**config.mk**
```make
export PLATFORM = sky130hd
export DESIGN_NAME = keypad_matrix_emulator
export DESIGN_NICKNAME = d
export VERILOG_FILES = /design/src/rtl/keypad_matrix_emulator.sv
export SDC_FILE = /design/constraint.sdc
export NUM_CORES = 1
export LEC_CHECK = 0
export CORE_UTILIZATION = 45
export DETAILED_ROUTE_END_ITERATION = 12
export PLACE_DENSITY = 0.69
export SETUP_SLACK_MARGIN = 0.5
export SLEW_MARGIN = 5
export SYNTH_ARGS = -nofsm -noshare
export SYNTH_HDL_FRONTEND = slang
export SYNTH_SLANG_ARGS = --single-unit
```
**constraint.sdc**
```tcl
create_clock -name clk_i -period 4.8 [get_ports clk_i]
set_clock_uncertainty 0.2 [all_clocks]
set_input_delay 0.72 -clock clk_i [delete_from_list [all_inputs] [get_ports clk_i]]
set_output_delay 0.72 -clock clk_i [all_outputs]
set_load 0.02 [all_outputs]
```
**src/rtl/keypad_matrix_emulator.sv**
```systemverilog
// Emulates the row side of a 2x2 keypad matrix and plays back scripted presses.
// Optional contact bounce is built when the KEYEMU_BOUNCE_EN macro is defined.
//
// Ports:
//   clk_i        system clock
//   rst_ni       synchronous active-low reset
//   cmd_valid_i  command present
//   cmd_ready_o  command can be accepted (registered, high only in IDLE)
//   cmd_key_i    key id {row,col}
//   cmd_hold_i   press duration in cycles (0 behaves as 1)
//   col_in_i     asynchronous active-high column drive from the scanner
//   row_out_o    registered active-high row sense to the scanner
//   busy_o       high during PRESS and GAP
//   key_down_o   one-hot clean key state
module keypad_matrix_emulator #(
  parameter int HOLD_W        = 16,
  parameter int GAP_CYCLES    = 1000,
  parameter int SYNC_STAGES   = 2,
  parameter int BOUNCE_CYCLES = 64
) (
  input  logic              clk_i,
  input  logic              rst_ni,
  input  logic              cmd_valid_i,
  output logic              cmd_ready_o,
  input  logic [1:0]        cmd_key_i,
  input  logic [HOLD_W-1:0] cmd_hold_i,
  input  logic [1:0]        col_in_i,
  output logic [1:0]        row_out_o,
  output logic              busy_o,
  output logic [3:0]        key_down_o
);

  localparam int GAP_W = $clog2(GAP_CYCLES + 1);
  localparam int CNT_W = (HOLD_W > GAP_W) ? HOLD_W : GAP_W;

  typedef enum logic [1:0] {
    IDLE,
    PRESS,
    GAP
  } state_e;

  state_e              state_q;
  logic [CNT_W-1:0]    cnt_q;
  logic                cmd_ready_q;
  logic                busy_q;
  logic [3:0]          key_down_q;
  logic [1:0]          row_q;
  logic [1:0]          row_d;
  logic [1:0]          sync_q [SYNC_STAGES];
  logic [1:0]          col_s;
  logic [3:0]          contact;
  logic                accept;
  logic                cnt_last;
  logic [HOLD_W-1:0]   hold_eff;

  assign accept   = cmd_valid_i & cmd_ready_q;
  assign cnt_last = (cnt_q == CNT_W'(1));
  assign hold_eff = (cmd_hold_i == '0) ? HOLD_W'(1) : cmd_hold_i;
  assign col_s    = sync_q[SYNC_STAGES-1];

  // Counter is loaded with the full phase length and the phase ends on
  // the edge that sees 1, so an all-ones hold never wraps.
  always_ff @(posedge clk_i) begin
    if (!rst_ni) begin
      state_q     <= IDLE;
      cnt_q       <= '0;
      cmd_ready_q <= 1'b0;
      busy_q      <= 1'b0;
      key_down_q  <= '0;
    end else begin
      unique case (state_q)
        IDLE: begin
          cmd_ready_q <= 1'b1;
          if (accept) begin
            state_q     <= PRESS;
            cnt_q       <= CNT_W'(hold_eff);
            cmd_ready_q <= 1'b0;
            busy_q      <= 1'b1;
            key_down_q  <= 4'b0001 << cmd_key_i;
          end
        end
        PRESS: begin
          if (cnt_last) begin
            state_q    <= GAP;
            cnt_q      <= CNT_W'(GAP_CYCLES);
            key_down_q <= '0;
          end else begin
            cnt_q <= cnt_q - CNT_W'(1);
          end
        end
        GAP: begin
          if (cnt_last) begin
            state_q     <= IDLE;
            busy_q      <= 1'b0;
            cmd_ready_q <= 1'b1;
          end else begin
            cnt_q <= cnt_q - CNT_W'(1);
          end
        end
        default: state_q <= IDLE;
      endcase
    end
  end

  always_ff @(posedge clk_i) begin
    if (!rst_ni) begin
      for (int i = 0; i < SYNC_STAGES; i++) begin
        sync_q[i] <= '0;
      end
      row_q <= '0;
    end else begin
      sync_q[0] <= col_in_i;
      for (int i = 1; i < SYNC_STAGES; i++) begin
        sync_q[i] <= sync_q[i-1];
      end
      row_q <= row_d;
    end
  end

`ifdef KEYEMU_BOUNCE_EN
  localparam int BC_W = $clog2(BOUNCE_CYCLES + 1);

  logic [7:0]      lfsr_q;
  logic [BC_W-1:0] bcnt_q;
  logic [1:0]      key_q;
  logic            win;
  logic            enter;

  // A window opens on entry to PRESS and again on entry to GAP.
  assign enter = accept | ((state_q == PRESS) & cnt_last);
  assign win   = (state_q != IDLE) &&
                 (bcnt_q < BC_W'(BOUNCE_CYCLES));

  always_ff @(posedge clk_i) begin
    if (!rst_ni) begin
      lfsr_q <= 8'hA5;
      bcnt_q <= '0;
      key_q  <= '0;
    end else begin
      if (accept) begin
        key_q <= cmd_key_i;
      end
      if (win) begin
        lfsr_q <= {lfsr_q[6:0],
                   lfsr_q[7] ^ lfsr_q[5] ^ lfsr_q[4] ^ lfsr_q[3]};
      end
      if (enter) begin
        bcnt_q <= '0;
      end else if (win) begin
        bcnt_q <= bcnt_q + BC_W'(1);
      end
    end
  end
`endif

  always_comb begin
    contact = key_down_q;
`ifdef KEYEMU_BOUNCE_EN
    // GAP keeps key_q, so release bounce uses the key just released.
    if (win) begin
      contact        = '0;
      contact[key_q] = lfsr_q[0];
    end
`endif
    row_d[0] = (contact[0] & col_s[0]) | (contact[1] & col_s[1]);
    row_d[1] = (contact[2] & col_s[0]) | (contact[3] & col_s[1]);
  end

  assign cmd_ready_o = cmd_ready_q;
  assign busy_o      = busy_q;
  assign key_down_o  = key_down_q;
  assign row_out_o   = row_q;

endmodule

```
==> impl_metrics.ini <==
[floorplan]
die_area_um2 = 4539
die_h_um = 67.37
start_util_pct = 47.39
io_pins = 31
coreArea_um2 = 4058
rows = 23
die_x_um = 67.37

[global_route]
grt-ovfl-total = 0
grt_first_pass_wirelength_mm = 7.741
grtUsageTotal_pct = 22.79
antenna_found_initial = 0
grt_pass1_vias = 1693
grt_max_degree = 40

[finish]
stdcell_count = 300
multi_input_area_um2 = 1151
nNetsFinal = 278
post-route-cell-area_um2 = 2313
area_delta_synth_final_pct = 20.30
nFillCells = 376
diodes = 0
drive_above_1_share_pct = 6.800
regArea_um2 = 600.6

[power_and_ir_drop]
irDropWorstVdd_mv = 0.2110
p_per_area_nw_per_um2 = 369.1
p_leak_uw = 0.0008678

[critical_path]
critPathMaxFanout = 20
critPathKind = in2reg
max_stage_delay_ns = 0.64
path_cells = clkdlybuf4s50_1 > a21boi_1 > nor2_1 > and2_1 > o31ai_1 > o311a_1
slowest_stage = and2_1
endpoint_kind = flip-flop
arrival_ns = 2.84
worstPathRequired_ns = 4.77
setup.worst_path.start_class = primary input

[clocking]
clk_path_buf_depth = 2
htreeDepth = 2
cts_sinks = 30
clk_latency_ns = 0.29
cts_buffers = 5
cts_tree = built
cts_root_buf = clkbuf_8
cts.clk_slew.worst_paths_ns = 0.07
cts-hold-fix-buffers = 0
cts_setup_buffers = 0
ctsResizeCount = 0

[synthesis]
synth-edff-count = 0
synthCells = 226
yosysSeqAreaShare_pct = 31.23
synth.ff_latch_count = 30
synth_compound_area_share_pct = 27.65
async_reset_ff_share_pct = 0
synth_top_family_by_area = compound AO/OA/AOI/OAI gates
yosysWarnings = 0
synth-adder-area-share_pct = 3.904
synth_nets = 255
synth-xor-area-share_pct = 1.366
synth_mux_area_share_pct = 0.5205
synthSimpleGateAreaFrac_pct = 26.42
synth_area_um2 = 1923
syn_area_per_cell_um2 = 8.509
ys_types = 58
ys.flop_type = dfxtp_1

[timing]
final_hold_viol_count = 0
min_period_over_period_pct = 59.80
fin_setup_tns_ns = 0
slew_headroom_pct = 53.06
slew_violations = 0
rsz0062_at_grt = false
worst_pin_slew_ns = 0.7041
finalCriticalPeriod_ns = 2.870
setup_viol = 0
max_freq_ghz = 0.3484

[run_status]
status = completed

[placement]
dp_hpwl_mm = 3.324
numPortBuffers = 30
place_area_um2 = 2171
globalplace.congestion = 0.8247
dp.cells = 292

[drt]
viasPerCell = 5.917
vias = 1775
drt_iter0_drc = 72
drc = 0
firstDrtPassIters = 4
wl_mm = 4.559
detail_route.wl_per_cell_um = 15.20
antenna_left = 0

[min_path]
hold_class = reg2reg

[job]
cap_viol_max_count = 0
## registers in the layout (all words and copies together) (netlist names)
signal       count
row_out_o        2
key_down_o       4
sync_q           4
state_q          2
cmd_ready_o      1
cnt_q           16
busy_o           1
## stage by stage
stage	utilization, %	worst slack [ns]	hold WS [ns]	power [uW]
after floorplan	-	2.630	0.2119	483.6
after global placement	53.50	1.713	0.2120	533.4
after detailed placement	53.50	1.633	0.2300	534.4
after CTS	57.02	1.933	0.2467	854.4
after global routing	57.02	1.788	0.2685	898.0
final	57.02	1.930	0.2422	853.8
## area by class of cell
type                    count  area share [%]
inverters                  13           2.109
flip-flops and latches     30           25.96
clock inverters             2           2.596
multi-input cells         168           49.76
repair buffers             31           13.30
well taps                  50           2.704
clock buffers               6           3.569
## kinds of logic (layout without fill, tap and decap cells)
group | Yosys count | after routing
XOR/XNOR | 3 | 3
buffers and inverters | 28 | 52
adder cells (fa/ha/maj) | 6 | 6
AND/OR/NAND/NOR | 83 | 83
multiplexers | 1 | 1
flip-flops | 30 | 30
AO/OA/AOI/OAI | 75 | 75
## final timing paths
| path | from | to | slack [ns] | depth (start not counted) |
|---|---|---|---|---|
| worst max register to register | state_q[0]$_SDFFE_PN0P_ | cnt_q[4]$_SDFFE_PN0P_ | 2.10 | 7 |
| worst min register to register | sync_q[0][1]$_SDFF_PN0_ | sync_q[0][3]$_SDFF_PN0_ | 0.24 | 1 |
| worst max-delay path | cmd_valid_i | cnt_q[4]$_SDFFE_PN0P_ | 1.93 | 6 |
| worst min-delay path | sync_q[0][1]$_SDFF_PN0_ | sync_q[0][3]$_SDFF_PN0_ | 0.24 | 1 |
## layer usage
layer  GRT usage (%)  wire (um)  vias to the layer above
li1                -          -                      895
met1           28.62       2127                      820
met2           38.75       2147                       50
met3           4.054        220                       10
met4           7.979         64                        0
met5               0          0                        -
## where the power goes
part	leakage [uW]	total, uW	switching (uW)	internal (uW)
combinational	0.000551	232	132	100
clock	0.0000714	323	102	221
sequential	0.000246	299	29.0	270
total	0.000868	854	262	592
## synthesized netlist by cell type, drive strengths merged, types with 2 or more instances
library cell	number	area, um^2
nor4	10	98.84
a32o	4	40.04
a31oi	3	18.77
nor2	14	52.55
nand4	8	65.06
a22oi	2	15.01
o211ai	3	22.52
or4	3	26.27
a21boi	4	30.02
o221ai	3	26.28
o21ai	19	95.09
nor3b	4	30.03
dfxtp	30	600.6
and3	3	18.77
clkbuf	8	50.05
buf	7	72.56
nand2	15	56.30
o31ai	6	45.04
o32ai	2	17.52
nand3	5	25.02
ha	6	75.07
and2	6	37.54
a21oi	13	65.06
inv	12	45.04
a41oi	2	17.52
nor3	4	20.02
o211a	3	30.03
nor2b	5	31.28
xor2	3	26.28
## worst max-delay path: cells and delay by family
kind	cells	cell delay (ns)
AOI/OAI and AO/OA	3	0.68
buffers and inverters	1	0.50
and+or+nand+nor	2	0.95
## placed cells by master, fill, tap and decap left out, types with 7 or more instances in the layout
cell type / instances
o21ai_1: 11
a21oi_1: 13
inv_1: 12
nor2_1: 14
nand4_1: 7
o21ai_0: 8
nand2_1: 15
dfxtp_1: 30
clkdlybuf4s50_1: 30
nor4_1: 7
Power figures use the tool's default switching activity.
